### config.mk
export PLATFORM = sky130hd
export DESIGN_NAME = br_load_sequencer
export DESIGN_NICKNAME = d
export VERILOG_FILES = /design/src/rtl/br_load_sequencer.sv
export SDC_FILE = /design/constraint.sdc
export NUM_CORES = 1
export LEC_CHECK = 0
export CORE_MARGIN = 2
export CORE_UTILIZATION = 45
export DETAILED_ROUTE_END_ITERATION = 8
export GPL_ROUTABILITY_DRIVEN = 1
export PLACE_DENSITY = 0.8
export SYNTH_ARGS = -nofsm -noshare
export SYNTH_HDL_FRONTEND = slang
export SYNTH_SLANG_ARGS = --single-unit
### constraint.sdc
create_clock -name clk -period 3.1 [get_ports clk]
set_input_delay 0.93 -clock clk [delete_from_list [all_inputs] [get_ports clk]]
set_output_delay 0.93 -clock clk [all_outputs]
set_load 0.01 [all_outputs]
### src/rtl/br_load_sequencer.sv
// br_load_sequencer: clear/set/settle/acknowledge sequencing for every load of
// the buffer register, arbitrating between memory readout and TR transfer.
// Optional build macro: BRSEQ_STARVE_GUARD_EN (TR starvation guard on memory priority).
module br_load_sequencer #(
  parameter int unsigned SETTLE_CYC = 1,
  parameter int unsigned STARVE_LIM = 3
) (
  input  logic       clk,
  input  logic       rst_n,
  input  logic       inhibit,
  input  logic       mem_req,
  input  logic [1:0] mem_mod,
  output logic       mem_ack,
  input  logic       tr_req,
  input  logic       tr_syl,
  output logic       tr_ack,
  output logic       cbr_n,
  output logic       sbrz,
  output logic       sbry,
  output logic [3:0] sa_en,
  output logic       busy
);

  localparam int unsigned SET_W = 2;
  localparam int unsigned SA_W  = 4;

  typedef enum logic [2:0] {
    S_IDLE   = 3'd0,
    S_CLEAR  = 3'd1,
    S_LOAD   = 3'd2,
    S_SETTLE = 3'd3,
    S_DONE   = 3'd4
  } state_e;

  state_e            state_q, state_d;
  logic              src_tr_q, src_tr_d;
  logic [1:0]        mod_q, mod_d;
  logic              syl_q, syl_d;
  logic [SET_W-1:0]  settle_q, settle_d;
  logic              starve;

  logic              cbr_n_q, cbr_n_d;
  logic              sbrz_q, sbrz_d;
  logic              sbry_q, sbry_d;
  logic [SA_W-1:0]   sa_en_q, sa_en_d;
  logic              mem_ack_q, mem_ack_d;
  logic              tr_ack_q, tr_ack_d;
  logic              busy_q, busy_d;

`ifdef BRSEQ_STARVE_GUARD_EN
  localparam int unsigned CNT_W = (STARVE_LIM < 2) ? 1 : $clog2(STARVE_LIM + 1);

  logic [CNT_W-1:0] cnt_q, cnt_d;

  assign starve = (cnt_q == CNT_W'(STARVE_LIM));

  // Count memory grants made while TR waits; any TR grant or uncontested memory grant clears it
  always_comb begin
    cnt_d = cnt_q;
    if (state_q == S_IDLE && state_d == S_CLEAR) begin
      if (src_tr_d || !tr_req) cnt_d = '0;
      else                     cnt_d = cnt_q + CNT_W'(1);
    end
  end

  // Starvation counter register
  always_ff @(posedge clk or negedge rst_n) begin
    if (!rst_n) cnt_q <= '0;
    else        cnt_q <= cnt_d;
  end
`else
  logic unused_starve_lim;

  assign unused_starve_lim = ^32'(STARVE_LIM);
  assign starve            = 1'b0;
`endif

  // Next state, grant latching and next registered output values
  always_comb begin
    state_d  = state_q;
    src_tr_d = src_tr_q;
    mod_d    = mod_q;
    syl_d    = syl_q;
    settle_d = settle_q;

    case (state_q)
      S_IDLE: begin
        if (!inhibit && (mem_req || tr_req)) begin
          src_tr_d = tr_req && (!mem_req || starve);
          mod_d    = mem_mod;
          syl_d    = tr_syl;
          state_d  = S_CLEAR;
        end
      end
      S_CLEAR: state_d = S_LOAD;
      S_LOAD: begin
        settle_d = '0;
        state_d  = S_SETTLE;
      end
      S_SETTLE: begin
        if (settle_q == SET_W'(SETTLE_CYC - 1)) state_d = S_DONE;
        else                                    settle_d = settle_q + SET_W'(1);
      end
      S_DONE:  state_d = S_IDLE;
      default: state_d = S_IDLE;
    endcase

    cbr_n_d   = (state_d != S_CLEAR);
    sbrz_d    = (state_d == S_LOAD) && src_tr_d && !syl_d;
    sbry_d    = (state_d == S_LOAD) && src_tr_d && syl_d;
    sa_en_d   = ((state_d == S_LOAD) && !src_tr_d) ? (SA_W'(1) << mod_d) : '0;
    mem_ack_d = (state_d == S_DONE) && !src_tr_d;
    tr_ack_d  = (state_d == S_DONE) && src_tr_d;
    busy_d    = (state_d != S_IDLE);
  end

  // State, latched grant and output registers
  always_ff @(posedge clk or negedge rst_n) begin
    if (!rst_n) begin
      state_q   <= S_IDLE;
      src_tr_q  <= 1'b0;
      mod_q     <= '0;
      syl_q     <= 1'b0;
      settle_q  <= '0;
      cbr_n_q   <= 1'b1;
      sbrz_q    <= 1'b0;
      sbry_q    <= 1'b0;
      sa_en_q   <= '0;
      mem_ack_q <= 1'b0;
      tr_ack_q  <= 1'b0;
      busy_q    <= 1'b0;
    end else begin
      state_q   <= state_d;
      src_tr_q  <= src_tr_d;
      mod_q     <= mod_d;
      syl_q     <= syl_d;
      settle_q  <= settle_d;
      cbr_n_q   <= cbr_n_d;
      sbrz_q    <= sbrz_d;
      sbry_q    <= sbry_d;
      sa_en_q   <= sa_en_d;
      mem_ack_q <= mem_ack_d;
      tr_ack_q  <= tr_ack_d;
      busy_q    <= busy_d;
    end
  end

  assign cbr_n   = cbr_n_q;
  assign sbrz    = sbrz_q;
  assign sbry    = sbry_q;
  assign sa_en   = sa_en_q;
  assign mem_ack = mem_ack_q;
  assign tr_ack  = tr_ack_q;
  assign busy    = busy_q;

endmodule

==> results.json <==
{
  "run_status": "completed",
  "start_util_pct": 47.59,
  "ys_async_sr_fraction_pct": 100.0,
  "synth_common_cells": "dfrtp_1 (18), nor2_1 (6), nand2_1 (5)",
  "mappedNetlistNets": 66,
  "path_max_fanout": 1,
  "dieWidth_um": 43.92,
  "cts_hold_buf": 0,
  "synth_area_um2": 716.9,
  "worst_slack_ps": 843.2,
  "htreeDepth": 1,
  "final_antenna_net_count": 0,
  "fmax_mhz": 443.1,
  "area_growth_pct": 30.19,
  "synth-main-ff-cell": "dfrtp_1",
  "fillers": 128,
  "place_ws_ps": 901.2,
  "yosysMostFrequentCell": "dfrtp_1",
  "critical_path_class": "reg -> out",
  "tns_ps": 0,
  "stdcell_area_um2": 933.4,
  "synth.distinct_cells": 21,
  "ys_warn_count": 0,
  "cts-resized-gates": 0,
  "slew_violations": 0,
  "min_to": "sbrz",
  "p_seq_share_pct": 54.7,
  "gr-total-overflow": 0,
  "min_path_cells": 1,
  "path_buf_inv": 1,
  "syn_avg_cell_area_um2": 12.58,
  "cts_buffer_depth": 2,
  "drc_errors": 0,
  "worstSetupEndpointType": "output pin",
  "clkPwrFrac_pct": 15.9,
  "dr.pass1.iters": 4,
  "n_antenna_cell": 0,
  "synth_top_area_cell": "dfrtp_1",
  "die_h_um": 43.92,
  "startpoint": "cbr_n",
  "setup_violations": 0,
  "antenna_found_initial": 0,
  "hp-class": "reg -> reg",
  "drive_gt1_share_pct": 12.82,
  "cap_violations": 0,
  "hold_violations": 0,
  "seqCellArea_um2": 476.7,
  "core.rowCount": 14,
  "r2r_slack_ps": 1670,
  "cts_made_buffers": 3,
  "critPathArrivalTime_ps": 1330,
  "rr_worst_depth": 2,
  "slowest_stage": "dfstp_2",
  "multiInputGateArea_um2": 225.2,
  "wl_mm": 1.154,
  "r2r-end": "sa_en[0]",
  "vdd.ir_drop.worst_v": 0.0004048,
  "critical_path.max_stage_delay_ps": 530,
  "dieArea_um2": 1929,
  "slew_headroom_pct": 45.43,
  "leakage_nw": 0.4167,
  "place_area_um2": 907.1,
  "tightest_slew_ps": 816.0,
  "synth-edff-count": 0,
  "ys_top_cells_by_area": "dfrtp_1 (63%), mux2_2 (4.7%), dfstp_2 (3.7%)",
  "cts.sinks": 19,
  "grt_pass1_vias": 482,
  "cts-root-buf": "clkbuf_4",
  "swShare_pct": 32.86,
  "syn-instance-count": 57,
  "worstHoldStart": "syl_q",
  "worst_path_dominant_cell_family": "flip-flops",
  "wl_per_cell_um": 12.28,
  "finalCritPeriodShare_pct": 72.80,
  "ys_ff_latch": 19,
  "track_usage_pct": 13.87,
  "yosysSeqAreaShare_pct": 66.49,
  "cts_tree": "yes",
  "cts_setup_buffers": 0,
  "via_per_inst": 5.181,
  "critical_path.startpoint_type": "flip-flop",
  "clkTransAtPathRegs_ps": 100,
  "boundaryPins": 18,
  "skew_ps": 1.022,
  "period_needed_ps": 2257,
  "gp_congestion": 0.7587,
  "finalNetCount": 88,
  "synth_top_area_share_pct": 62.83,
  "p_comb_share_pct": 29.4,
  "place_hpwl_um": 854.4,
  "required_ps": 2170,
  "grt_pass1_wl_mm": 1.925,
  "rsz0062_at_grt": "false",
  "drtIter0Drc": 5,
  "via_count": 487,
  "internal-power_mw": 0.4953,
  "worstSkewPairLatency_ps": 280,
  "p_sw_mw": 0.2425,
  "io_buffers": 17,
  "power_density_nw_per_um2": 790.5,
  "crit_cells": 1,
  "r2r_start": "state_q[2]",
  "crit_chain": "clkdlybuf4s50_1",
  "core_um2": 1506,
  "grt_start_max_net_pins": 20
}
how the worst max path moves through the flow:
stage                    end  slack (ps)
finish                 cbr_n         840
global route           cbr_n         770
CTS                    cbr_n         830
detailed placement  mod_q[1]         900
global placement    mod_q[0]         930
floorplan           mod_q[0]        1450
cell type report:
type,count,share of cell area [%]
repair buffers,17,18.23
inverters,4,1.609
clock buffers,4,2.815
well taps,16,2.145
flip-flops and latches,19,51.07
multi-input cells,34,24.13
layer usage:
metal | vias up | wire, um | global-route usage (%)
met5 | - | 0 | 0
met4 | 0 | 19 | 9.091
met3 | 2 | 49 | 2.500
li1 | 234 | - | -
met1 | 237 | 536 | 17.21
met2 | 14 | 547 | 22.06
sequential cells by signal, indices dropped and copies added, names as in the netlist, 2 cells and up:
signal / cells
mod_q: 2
sa_en: 4
settle_q: 2
state_q: 3
power by group through the flow:
stage | sequential, mW | combinational (mW) | clock, mW
after global placement | 0.404 | 0.213 | 0
after global routing | 0.417 | 0.244 | 0.136
after floorplan | 0.406 | 0.115 | 0
after detailed placement | 0.409 | 0.220 | 0
after CTS | 0.403 | 0.221 | 0.124
final | 0.403 | 0.217 | 0.117
kinds of logic after synthesis:
| logic type | after synthesis | synth area share, % |
|---|---|---|
| simple gates | 23 | 18.32 |
| flops | 19 | 66.49 |
| compound gates | 7 | 6.632 |
| buf+inv | 4 | 2.094 |
| mux | 3 | 4.712 |
| fa+ha+maj | 1 | 1.745 |
placed cells by master, fill, tap and decap left out, types with 2 or more instances in the layout:
master	n
clkdlybuf4s50_1	17
mux2_2	3
clkbuf_4	3
nor2_1	6
inv_1	4
dfrtp_1	18
nand3_1	3
nor2b_1	2
nor3b_1	2
a21oi_1	2
nand2_1	5
stage by stage:
stage | std cells | hold slack [ps] | power (mW) | util [%]
floorplan | 57 | 418.6 | 0.5214 | -
global placement | 90 | 434.4 | 0.6170 | 60.22
detailed placement | 90 | 436.3 | 0.6288 | 60.22
CTS | 94 | 449.4 | 0.7485 | 61.96
global route | 94 | 465.6 | 0.7979 | 61.96
finish | 94 | 449.8 | 0.7378 | 61.96
(Power assumes the default switching activity.)
